<file path="src/rtl/operand_entry_if.sv">
// Keypad-to-operand bus: decoded key strobes in, frozen BCD operand and status out.
interface operand_entry_if #(
   parameter int NUM_DIGITS = 3
);
   localparam int CW = $clog2(NUM_DIGITS + 1);

   logic                        key_valid;
   logic [3:0]                  key_code;
   logic                        start_new;
   logic [NUM_DIGITS-1:0][3:0]  bcds;
   logic                        negative;
   logic [CW-1:0]               digit_count;
   logic                        out_of_range;
   logic                        entry_done;
   logic                        locked;
   logic                        key_reject;

   modport master (
      output key_valid, key_code, start_new,
      input  bcds, negative, digit_count, out_of_range, entry_done, locked, key_reject
   );

   modport slave (
      input  key_valid, key_code, start_new,
      output bcds, negative, digit_count, out_of_range, entry_done, locked, key_reject
   );
endinterface

</file>
<file path="src/rtl/operand_entry.sv">
// Keypad operand entry: accumulates BCD digits and a sign, freezes on enter until
// the controller releases it with start_new or the user presses clear.
module operand_entry #(
   parameter int          NUM_DIGITS = 3,
   parameter int unsigned MAX_POS    = 511,
   parameter int unsigned MAX_NEG    = 512
) (
   input  logic           clk,
   input  logic           rst,
   operand_entry_if.slave bus
);
   localparam int CW = $clog2(NUM_DIGITS + 1);
   localparam int MW = $clog2(10 ** NUM_DIGITS);

   localparam logic [3:0] KEY_SIGN  = 4'd10;
   localparam logic [3:0] KEY_BKSP  = 4'd11;
   localparam logic [3:0] KEY_CLEAR = 4'd12;
   localparam logic [3:0] KEY_ENTER = 4'd13;

   typedef enum logic [1:0] {EMPTY, ENTERING, FULL, LOCKED} state_t;

   state_t                     state_reg, state_next;
   logic [NUM_DIGITS-1:0][3:0] bcds_reg, bcds_next, bcds_up, bcds_dn;
   logic                       negative_reg, negative_next;
   logic [CW-1:0]              count_reg, count_next;
   logic                       oor_reg, oor_next;
   logic                       done_reg, done_next;
   logic                       reject_reg, reject_next;
   logic                       clear_op, enter_go;
   logic [MW-1:0]              mag_next;

   // Pre-shifted digit vectors for digit insert (up) and backspace (down).
   generate
      for (genvar gi = 0; gi < NUM_DIGITS; gi++) begin : g_shift
         if (gi == 0) begin : g_lo
            assign bcds_up[gi] = bus.key_code;
         end else begin : g_up
            assign bcds_up[gi] = bcds_reg[gi-1];
         end
         if (gi == NUM_DIGITS - 1) begin : g_hi
            assign bcds_dn[gi] = 4'd0;
         end else begin : g_dn
            assign bcds_dn[gi] = bcds_reg[gi+1];
         end
      end
   endgenerate

   always_ff @(posedge clk or posedge rst) begin
      if (rst) begin
         state_reg    <= EMPTY;
         bcds_reg     <= '0;
         negative_reg <= 1'b0;
         count_reg    <= '0;
         oor_reg      <= 1'b0;
         done_reg     <= 1'b0;
         reject_reg   <= 1'b0;
      end else begin
         state_reg    <= state_next;
         bcds_reg     <= bcds_next;
         negative_reg <= negative_next;
         count_reg    <= count_next;
         oor_reg      <= oor_next;
         done_reg     <= done_next;
         reject_reg   <= reject_next;
      end
   end

   always_comb begin
      state_next = state_reg;
      if (clear_op) begin
         state_next = EMPTY;
      end else if (state_reg == LOCKED || enter_go) begin
         state_next = LOCKED;
      end else if (count_next == '0) begin
         state_next = EMPTY;
      end else if (count_next == CW'(NUM_DIGITS)) begin
         state_next = FULL;
      end else begin
         state_next = ENTERING;
      end
   end

   // start_new outranks any simultaneous key, which is dropped silently.
   always_comb begin
      bcds_next     = bcds_reg;
      negative_next = negative_reg;
      count_next    = count_reg;
      done_next     = 1'b0;
      reject_next   = 1'b0;
      clear_op      = 1'b0;
      enter_go      = 1'b0;
      if (bus.start_new) begin
         clear_op = 1'b1;
      end else if (bus.key_valid) begin
         if (bus.key_code <= 4'd9) begin
            if (state_reg == LOCKED || count_reg == CW'(NUM_DIGITS)) begin
               reject_next = 1'b1;
            end else if (!(count_reg == '0 && bus.key_code == 4'd0)) begin
               bcds_next  = bcds_up;
               count_next = count_reg + CW'(1);
            end
         end else if (bus.key_code == KEY_SIGN) begin
            if (state_reg == LOCKED) reject_next = 1'b1;
            else negative_next = ~negative_reg;
         end else if (bus.key_code == KEY_BKSP) begin
            if (state_reg == LOCKED || count_reg == '0) begin
               reject_next = 1'b1;
            end else begin
               bcds_next  = bcds_dn;
               count_next = count_reg - CW'(1);
            end
         end else if (bus.key_code == KEY_CLEAR) begin
            clear_op = 1'b1;
         end else if (bus.key_code == KEY_ENTER) begin
            if (state_reg == LOCKED) begin
               reject_next = 1'b1;
            end else begin
               enter_go  = 1'b1;
               done_next = 1'b1;
            end
         end
      end
      if (clear_op) begin
         bcds_next     = '0;
         negative_next = 1'b0;
         count_next    = '0;
      end
   end

   always_comb begin
      mag_next = '0;
      for (int i = NUM_DIGITS - 1; i >= 0; i--) begin
         mag_next = MW'(mag_next * MW'(10)) + MW'(bcds_next[i]);
      end
      oor_next = negative_next ? (32'(mag_next) > MAX_NEG) : (32'(mag_next) > MAX_POS);
   end

   assign bus.bcds         = bcds_reg;
   assign bus.negative     = negative_reg;
   assign bus.digit_count  = count_reg;
   assign bus.out_of_range = oor_reg;
   assign bus.entry_done   = done_reg;
   assign bus.locked       = (state_reg == LOCKED);
   assign bus.key_reject   = reject_reg;
endmodule

</file>
<file path="src/flat_wrapper.sv">
// flat-port wrapper written by rule: the top's interface ports become plain ports
module operand_entry_flat 
#(
   parameter int          NUM_DIGITS = 3,
   parameter int unsigned MAX_POS    = 511,
   parameter int unsigned MAX_NEG    = 512
)
  (clk, rst, bus_key_valid, bus_key_code, bus_start_new, bus_bcds, bus_negative, bus_digit_count, bus_out_of_range, bus_entry_done, bus_locked, bus_key_reject);
  operand_entry_if #(.NUM_DIGITS(NUM_DIGITS)) bus_i ();
  input  logic clk;
  input  logic rst;
  input wire logic [$bits(bus_i.key_valid)-1:0] bus_key_valid;
  input wire logic [$bits(bus_i.key_code)-1:0] bus_key_code;
  input wire logic [$bits(bus_i.start_new)-1:0] bus_start_new;
  output wire logic [$bits(bus_i.bcds)-1:0] bus_bcds;
  output wire logic [$bits(bus_i.negative)-1:0] bus_negative;
  output wire logic [$bits(bus_i.digit_count)-1:0] bus_digit_count;
  output wire logic [$bits(bus_i.out_of_range)-1:0] bus_out_of_range;
  output wire logic [$bits(bus_i.entry_done)-1:0] bus_entry_done;
  output wire logic [$bits(bus_i.locked)-1:0] bus_locked;
  output wire logic [$bits(bus_i.key_reject)-1:0] bus_key_reject;
  assign bus_i.key_valid = bus_key_valid;
  assign bus_i.key_code = bus_key_code;
  assign bus_i.start_new = bus_start_new;
  assign bus_bcds = bus_i.bcds;
  assign bus_negative = bus_i.negative;
  assign bus_digit_count = bus_i.digit_count;
  assign bus_out_of_range = bus_i.out_of_range;
  assign bus_entry_done = bus_i.entry_done;
  assign bus_locked = bus_i.locked;
  assign bus_key_reject = bus_i.key_reject;
  operand_entry #(.NUM_DIGITS(NUM_DIGITS), .MAX_POS(MAX_POS), .MAX_NEG(MAX_NEG)) u_core (.clk(clk), .rst(rst), .bus(bus_i));
endmodule
</file>
<file path="config.mk">
export PLATFORM = sky130hd
export DESIGN_NAME = operand_entry_flat
export DESIGN_NICKNAME = d
export VERILOG_FILES = /design/src/rtl/operand_entry_if.sv /design/src/rtl/operand_entry.sv /design/src/flat_wrapper.sv
export SDC_FILE = /design/constraint.sdc
export NUM_CORES = 1
export LEC_CHECK = 0
export CAP_MARGIN = 20
export CORE_MARGIN = 1
export CORE_UTILIZATION = 55
export CTS_CLUSTER_DIAMETER = 30
export DETAILED_ROUTE_END_ITERATION = 8
export PLACE_DENSITY_LB_ADDON = 0.05
export SLEW_MARGIN = 20
export SYNTH_ARGS = -nofsm -noshare
export SYNTH_HDL_FRONTEND = slang
export SYNTH_SLANG_ARGS = --single-unit
</file>
<file path="constraint.sdc">
create_clock -name clk -period 6.4 [get_ports clk]
set_input_delay 0.64 -clock clk [delete_from_list [all_inputs] [get_ports clk]]
set_output_delay 0.64 -clock clk [all_outputs]
set_load 0.02 [all_outputs]
</file>
==> impl_metrics.json <==
{
  "status": "completed",
  "r2r-end": "u_core.bus.out_of_range$_DFF_PP0_",
  "tns_ps": 0,
  "cp_data_arrival_time_ps": 5990,
  "hold_viol_final": 0,
  "hp-start": "u_core.bus.negative$_DFF_PP0_",
  "maxCapViolations": 0,
  "area_growth_pct": 16.72,
  "initial_core_util_pct": 60.04,
  "clock_skew_ps": 1.567,
  "vias_per_cell": 5.896,
  "synth_cells": 210,
  "dpl_worst_slack_ps": 324.4,
  "synth-seq-area-share_pct": 26.44,
  "hold_depth": 2,
  "synth.cell_area_um2": 1893,
  "drc": 0,
  "setup_viol": 0,
  "ys_ff_latch": 20,
  "finalMaxSlewViolations": 0,
  "relSlewSlack_pct": 49.60,
  "finalInstanceArea_um2": 2210,
  "critPathLaunchType": "input port",
  "crit_fanout": 10,
  "worst_pin_slew_ps": 755.1,
  "leakage_nw": 1.074,
  "reg2regPathDepth": 23,
  "port_buffers": 26,
  "clk_pin_slew_worst_paths_ps": 100,
  "cts_buffers": 3,
  "grt_pass1_vias": 1637,
  "period_share_pct": 90.83,
  "dp_hpwl_um": 3593,
  "io_pins": 27,
  "grt_max_degree": 21,
  "syn_avg_cell_area_um2": 9.015,
  "fin_nets": 273,
  "wire_per_inst_um": 15.52,
  "cts_tree": "yes",
  "ys_types": 47,
  "fmax_mhz": 172.0,
  "cts_buffer_depth": 2,
  "synth_top_area_share_pct": 26.44,
  "syn-num-nets": 245,
  "cts_resized": 0,
  "drt_iter0_drc": 69,
  "num_vias": 1651,
  "insertion_delay_ps": 290,
  "drt_pass1_iterations": 4,
  "cts_sinks": 20,
  "largest_register_ff_count": 12,
  "grtUsageTotal_pct": 26.83,
  "synthFlopType": "dfrtp_1",
  "synth-edff-count": 0,
  "synthTopCellsByArea": "dfrtp_1, ha_1, nor2_1, a21oi_1, fa_1",
  "fin_crit_ps": 5813,
  "setup_ws_ps": 586.8,
  "wl_um": 4345,
  "die_h_um": 60.67,
  "power.density_nw_per_um2": 126.5,
  "ant_nets": 0,
  "row_count": 20,
  "reg2reg_slack_ps": 970,
  "peakVddDrop_mv": 0.05980,
  "placed_area_um2": 2187,
  "whs_ps": 607.1,
  "grt_pass1_wl_um": 7327,
  "h-tree-depth": 1,
  "die_area_um2": 3681,
  "final_core_util_pct": 70.08,
  "cts_setup_buffers": 0,
  "gp_congestion": 0.9117,
  "grt-ovfl-total": 0,
  "hold_class": "reg2reg",
  "worst_setup_path_end_kind": "flip-flop",
  "num_antenna_cells": 0,
  "drive_gt1_share_pct": 6.780,
  "crit_type": "in2reg",
  "required_ps": 6570,
  "holdPathEnd": "u_core.bus.negative$_DFF_PP0_",
  "clock-root-buffer": "clkbuf_4",
  "coreArea_um2": 3153,
  "synth_top_area_cell": "dfrtp_1",
  "hold_buffers": 0,
  "rsz0062_at_grt": "no",
  "yosys_warnings": 0,
  "timing.rr.start": "u_core.bus.digit_count[0]$_DFF_PP0_",
  "ys_async_sr_fraction_pct": 100.0,
  "antenna_found_initial": 0,
  "die_w_um": 60.67
}
==> placed cells by master (no fill, tap or decap), types with 2 or more instances in the layout <==
cell type | Yosys | layout
clkdlybuf4s50_1 | 0 | 26
ha_1 | 23 | 23
nor2_1 | 22 | 22
dfrtp_1 | 20 | 20
inv_1 | 17 | 17
a21oi_1 | 16 | 16
nand2_1 | 14 | 14
o21ai_0 | 11 | 11
o22ai_1 | 8 | 8
xor2_1 | 8 | 8
nand2b_1 | 5 | 5
a21o_1 | 5 | 5
xnor2_1 | 5 | 5
nor2b_1 | 4 | 4
mux2i_1 | 4 | 4
fa_1 | 4 | 4
or2_2 | 3 | 3
clkbuf_4 | 0 | 3
and2_1 | 2 | 2
nand2_2 | 2 | 2
and4b_1 | 2 | 2
a31oi_1 | 2 | 2
o21ai_1 | 2 | 2
a22o_1 | 2 | 2
nor3b_1 | 2 | 2
a211oi_1 | 2 | 2
buf_4 | 0 | 2
==> power breakdown <==
| group | internal (mW) | leakage [nW] | switching (mW) |
|---|---|---|---|
| combinational | 0.0365 | 0.786 | 0.0494 |
| clock | 0.0219 | 0.0138 | 0.0352 |
| sequential | 0.131 | 0.275 | 0.00507 |
==> synthesized netlist by cell type, drive strengths merged (3+ instances only) <==
cell and instances:
ha 23, nor2 22, dfrtp 20, a21oi 17
inv 17, nand2 16, o21ai 14, o22ai 8
xor2 8, a21o 5, nand2b 5, xnor2 5
buf 4, fa 4, mux2i 4, nor2b 4
or2 3
==> per-stage QoR <==
step / power, mW / cells
5_1_grt: 0.2960 / 280
2_1_floorplan: 0.1965 / 210
3_3_place_gp: 0.2216 / 277
4_1_cts: 0.2823 / 280
6_report: 0.2794 / 280
3_5_place_dp: 0.2245 / 277
==> logic make-up (layout without fill, tap and decap cells) <==
group	after synthesis	count (layout)	synth area share, %
XOR/XNOR	14	14	7.204
flip-flops	20	20	26.44
AO/OA/AOI/OAI	60	60	21.68
adder cells (fa/ha/maj)	27	27	19.43
multiplexers	4	4	2.115
buffers and inverters	22	48	5.287
AND/OR/NAND/NOR	63	63	17.85
==> worst max path at each step <==
stage | from | endpoint | depth (start not counted)
2_1_floorplan | bus_key_code[1] | u_core.bus.out_of_range$_DFF_PP0_ | 22
3_3_place_gp | bus_key_code[3] | u_core.bus.out_of_range$_DFF_PP0_ | 22
3_5_place_dp | bus_key_code[1] | u_core.bus.out_of_range$_DFF_PP0_ | 22
4_1_cts | bus_key_code[3] | u_core.bus.out_of_range$_DFF_PP0_ | 22
5_1_grt | bus_key_code[3] | u_core.bus.out_of_range$_DFF_PP0_ | 22
6_report | bus_key_code[3] | u_core.bus.out_of_range$_DFF_PP0_ | 22
==> worst max-delay path: stages <==
cell,delay [ps]
clkdlybuf4s50_1,750
and4b_1,350
nand3_2,220
a21o_1,270
a22o_1,270
nand2_1,130
mux2i_1,90
ha_1,230
inv_1,70
fa_1,450
nor3b_1,380
xor2_1,250
xnor2_1,90
ha_1,310
ha_1,330
nor2_1,50
a21oi_1,150
xor2_1,230
and3b_1,200
xnor3_1,230
xor2_1,150
o41a_1,130
==> final cells by class <==
class / count / area (um2)
fill: 267 / 943.4
multi-input combinational: 168 / 1292
sequential: 20 / 500.5
timing repair buffer: 28 / 275.3
tap: 44 / 55.05
clock buffer: 3 / 22.52
inverter: 17 / 63.81
==> metal layers <==
metal	routed length [um]	vias up	track usage, %
li1	-	811	-
met1	1912	800	32.39
met2	2235	32	48.04
met3	111	8	2.559
met4	85	0	12.66
met5	0	-	0
Note: power is estimated with default switching activity, not from simulation.
==> RTL change 1 (config.mk and constraints unchanged) <==
`NUM_DIGITS` is set to 3 in 3 places; all go to 4.
--- a/src/rtl/operand_entry_if.sv
+++ b/src/rtl/operand_entry_if.sv
@@ -1,6 +1,6 @@
 // Keypad-to-operand bus: decoded key strobes in, frozen BCD operand and status out.
 interface operand_entry_if #(
-   parameter int NUM_DIGITS = 3
+   parameter int NUM_DIGITS = 4
 );
    localparam int CW = $clog2(NUM_DIGITS + 1);
 
--- a/src/rtl/operand_entry.sv
+++ b/src/rtl/operand_entry.sv
@@ -1,7 +1,7 @@
 // Keypad operand entry: accumulates BCD digits and a sign, freezes on enter until
 // the controller releases it with start_new or the user presses clear.
 module operand_entry #(
-   parameter int          NUM_DIGITS = 3,
+   parameter int          NUM_DIGITS = 4,
    parameter int unsigned MAX_POS    = 511,
    parameter int unsigned MAX_NEG    = 512
 ) (
--- a/src/flat_wrapper.sv
+++ b/src/flat_wrapper.sv
@@ -1,7 +1,7 @@
 // flat-port wrapper written by rule: the top's interface ports become plain ports
 module operand_entry_flat 
 #(
-   parameter int          NUM_DIGITS = 3,
+   parameter int          NUM_DIGITS = 4,
    parameter int unsigned MAX_POS    = 511,
    parameter int unsigned MAX_NEG    = 512
 )
Ports: changed (resized bus_bcds and bus_digit_count); port bits go from 27 to 32. The function was not compared with the original's and may differ.
==> RTL change 1 against the unedited design <==
Final area rose by 100%; clock skew is 0.0069 ns higher; the flow now finishes with violations (negative setup slack); register-to-register slack lost 1.8 ns; count of clock-buffer cells in the layout did not move; largest power group is now combinational logic; sequential cell count is 5 higher; total power increased by 98%; area after synthesis increased by 65%; first-iteration DRC count grew to 3.2 times the old value; cell count increased by 100%; setup slack got worse by 1.4 ns; global-route usage is 1.7 points higher; routed wire length increased by 98%; sequential power rose by 29%.
==> RTL change 1: results <==
power_and_ir_drop:
  share_seq_of_total_power_pct: 31.7
  irDropWorstVdd_v: 0.000106
  sequentialPower_uw: 175
  comb-power_uw: 277
  leakage_nw: 2.24
sta:
  final.setup.worst_slack_ns: -0.824
  timing.max_slew.rel_slack_pct: 65.0
  finalSetupViolations: 1
critical_path:
  arrival_ns: 7.38
  crit_path_start: "u_core.bus.digit_count[0]"
  largest_driver_fanout_on_the_critical_path: 4
place:
  place_area_um2: 4240
  io_buffers: 31
  detailedPlace.worstSlack_ns: -1.38
  detailedPlacementHpwl_mm: 6.67
logic_synthesis:
  synthesis.instances: 377
  syn-num-nets: 438
  synthXorXnorAreaFrac_pct: 9.24
  synth.lib_cells_used.distinct: 63
  synth.top_cells.by_count: "48 x ha_1, 32 x a21oi_1, 32 x nor2_1"
  synth_seq_area_share_pct: 20.0
  synth_mux_area_share_pct: 0.680
cells_and_area:
  largest_register_ff_count: 16
global_routing:
  grt_max_degree: 26
  grt_pass1_wl_mm: 14.0
status:
  violations: "negative setup slack"
  outcome: "finished, violations left"
routing:
  detail_route.iter0.violations: 222
RTL change 1: cell types whose count changed in the layout (fill, tap and decap cells not counted), sizes merged, moves of 4 or more:
| cell | change |
|---|---|
| o21ai | +19 |
| xnor2 | +17 |
| or3 | +4 |
| nor3 | +10 |
| and3 | +4 |
| nand2 | +13 |
| ha | +25 |
| nand3 | +9 |
| a21oi | +15 |
| nor2 | +11 |
| buf | +98 |
| inv | +7 |
| dfrtp | +5 |
RTL change 1: layer usage:
layer  GRT usage [%]  vias to the layer above  part of all wire, %
met5               0                        -                    0
met4            6.60                        0                  1.2
met3            1.41                        9                  3.3
met2            54.7                       71                   53
met1            34.5                     1564                   43
li1                -                     1605                    -
RTL change 1: layout make-up:
type	instances	area [um^2]
fillers	387	1010
repair buffers	131	1090
inverters	23	86.3
multi-input cells	318	2560
clock inverters	1	8.76
flip-flops and latches	25	626
well taps	72	90.1
clock buffers	3	41.3
RTL change 1: worst max-delay path: cells and delay by family (launching register included):
kind | cells | cell delay (ns)
buf+inv | 3 | 0.18
flops | 1 | 0.40
fa+ha+maj | 7 | 1.86
simple gates | 13 | 2.53
compound gates | 11 | 1.71
xor+xnor | 3 | 0.42
RTL change 1: worst paths after layout:
path,endpoint,slack (ns),depth (start not counted)
setup / recovery,u_core.bus.out_of_range,-0.82,37
hold / removal,u_core.bus.negative,0.63,2
setup reg to reg,u_core.bus.out_of_range,-0.82,37
hold reg to reg,u_core.bus.negative,0.63,2
max in group asynchronous,u_core.bus.bcds[10],5.32,3
min in group asynchronous,u_core.bus.digit_count[0],0.64,2
RTL change 1: repair_timing:
action	4_1_cts	5_1_grt
pin swaps	18	9
setup buffers	7	3
resized for setup	14	19
endpoints found under the setup margin	1	1
==> RTL change 2 (same settings) <==
Made on the original files. Encoding of `state_t`: now one-hot (4 bits for 4 states).
--- a/src/rtl/operand_entry.sv
+++ b/src/rtl/operand_entry.sv
@@ -17,7 +17,7 @@
    localparam logic [3:0] KEY_CLEAR = 4'd12;
    localparam logic [3:0] KEY_ENTER = 4'd13;
 
-   typedef enum logic [1:0] {EMPTY, ENTERING, FULL, LOCKED} state_t;
+   typedef enum logic [3:0] {EMPTY = 4'b0001, ENTERING = 4'b0010, FULL = 4'b0100, LOCKED = 4'b1000} state_t;
 
    state_t                     state_reg, state_next;
    logic [NUM_DIGITS-1:0][3:0] bcds_reg, bcds_next, bcds_up, bcds_dn;
Formal check against the unedited RTL: no difference found for any inputs over 4 cycles, from zero or initial values and one cycle with rst high; so few cycles prove little.
==> RTL change 2 against the unedited design <==
Total power grew 5.4%; register-to-register slack got worse by 0.29 ns; sequential share of layout area is 0.56 points higher; critical path depth fell by 2; area after synthesis rose by 4.8%; final area rose by 7.6%; sequential power is 9% higher; combinational power shrank 2.8%; setup slack got worse by 0.26 ns; die area grew 4.7%; sequential cell count is 2 higher; routed wire length up 2.4%; synthesized cell count increased by 6.2%; critical path type unchanged; largest cell class unchanged; largest power group unchanged.
==> RTL change 2: results <==
status:
  outcome: "completed"
place:
  detailedPlacementHpwl_mm: 3.67
  place_area_um2: 2350
  detailedPlace.worstSlack_ns: 0.0659
  finalWeightedCongestion: 0.926
critical_path:
  worst-r2r-setup-slack_ns: 0.68
  largest_stage_delay_on_the_critical_path_ns: 0.58
  arrival_ns: 6.30
  crit_path_start: "bus_key_code[1]"
  reg2reg_depth: 20
power_and_ir_drop:
  leakage_nw: 1.17
  comb_power_share_pct: 28.4
  power.density_cell_area_nw_per_um2: 124
  p_int_uw: 205
global_routing:
  grt_max_degree: 23
  tot_gr_track_use_pct: 25.2
  grt_pass1_wl_mm: 7.04
  grt_pass1_vias: 1570
sta:
  worst_hold_slack_ns: 0.651
  worst_clock_skew_on_the_final_layout_ns: 0.00983
routing:
  detail_route.iter0.violations: 94
clock_network:
  cts.clk_slew.worst_paths_ns: 0.12
logic_synthesis:
  syn_avg_cell_area_um2: 8.90
  synth.lib_cells_used.distinct: 49
  synth.top_cells.by_count: "25 x ha_1, 23 x inv_1, 21 x dfrtp_1"
  syn-num-nets: 260
  synth_seq_area_share_pct: 27.8
cells_and_area:
  drive_gt1_share_pct: 10.1
## RTL change 2: cell count changes in the layout (fill, tap and decap cells not counted), moves of 3 or more
cell / before / now
buf_4: 2 / 10
inv_1: 17 / 23
nor2_1: 22 / 16
nand3_1: 1 / 6
xor2_1: 8 / 3
nor3_1: 0 / 3
o21ai_1: 2 / 5
or2_1: 0 / 3
or2_2: 3 / 0
xnor2_1: 5 / 8
## RTL change 2: how the worst max path moves through the flow
stage	cells past startpoint	endpoint	slack [ns]
6_report	20	u_core.bus.out_of_range	0.33
3_3_place_gp	20	u_core.bus.out_of_range	0.19
2_1_floorplan	23	u_core.bus.out_of_range	0.76
4_1_cts	20	u_core.bus.out_of_range	0.36
3_5_place_dp	20	u_core.bus.out_of_range	0.07
5_1_grt	23	u_core.bus.out_of_range	0.07
## RTL change 2: logic make-up after synthesis
family / after synthesis / share of synthesized area, %
buf+inv: 31 / 6.30
xor+xnor: 12 / 5.99
mux: 3 / 1.77
compound gates: 62 / 20.3
fa+ha+maj: 29 / 19.8
simple gates: 64 / 18.0
flops: 22 / 27.8
## RTL change 2: per-layer routing
metal	vias to the layer above	wire length, um	track usage [%]
met2	41	2270	46.4
li1	850	-	-
met1	796	1960	31.2
met3	9	147	2.07
met5	-	0	0
met4	0	71	7.30
## RTL change 2: cell type report
class / instances / area [um^2]
inverters: 25 / 98.8
repair buffers: 36 / 335
clock buffers: 4 / 26.3
fillers: 273 / 1010
well taps: 46 / 57.6
multi-input cells: 170 / 1310
flip-flops and latches: 22 / 552
## RTL change 2: worst min-delay path, delay by kind of cell (launching register included)
family | cells | cell delay, ns
flops | 1 | 0.38
xor+xnor | 1 | 0.13
simple gates | 1 | 0.10
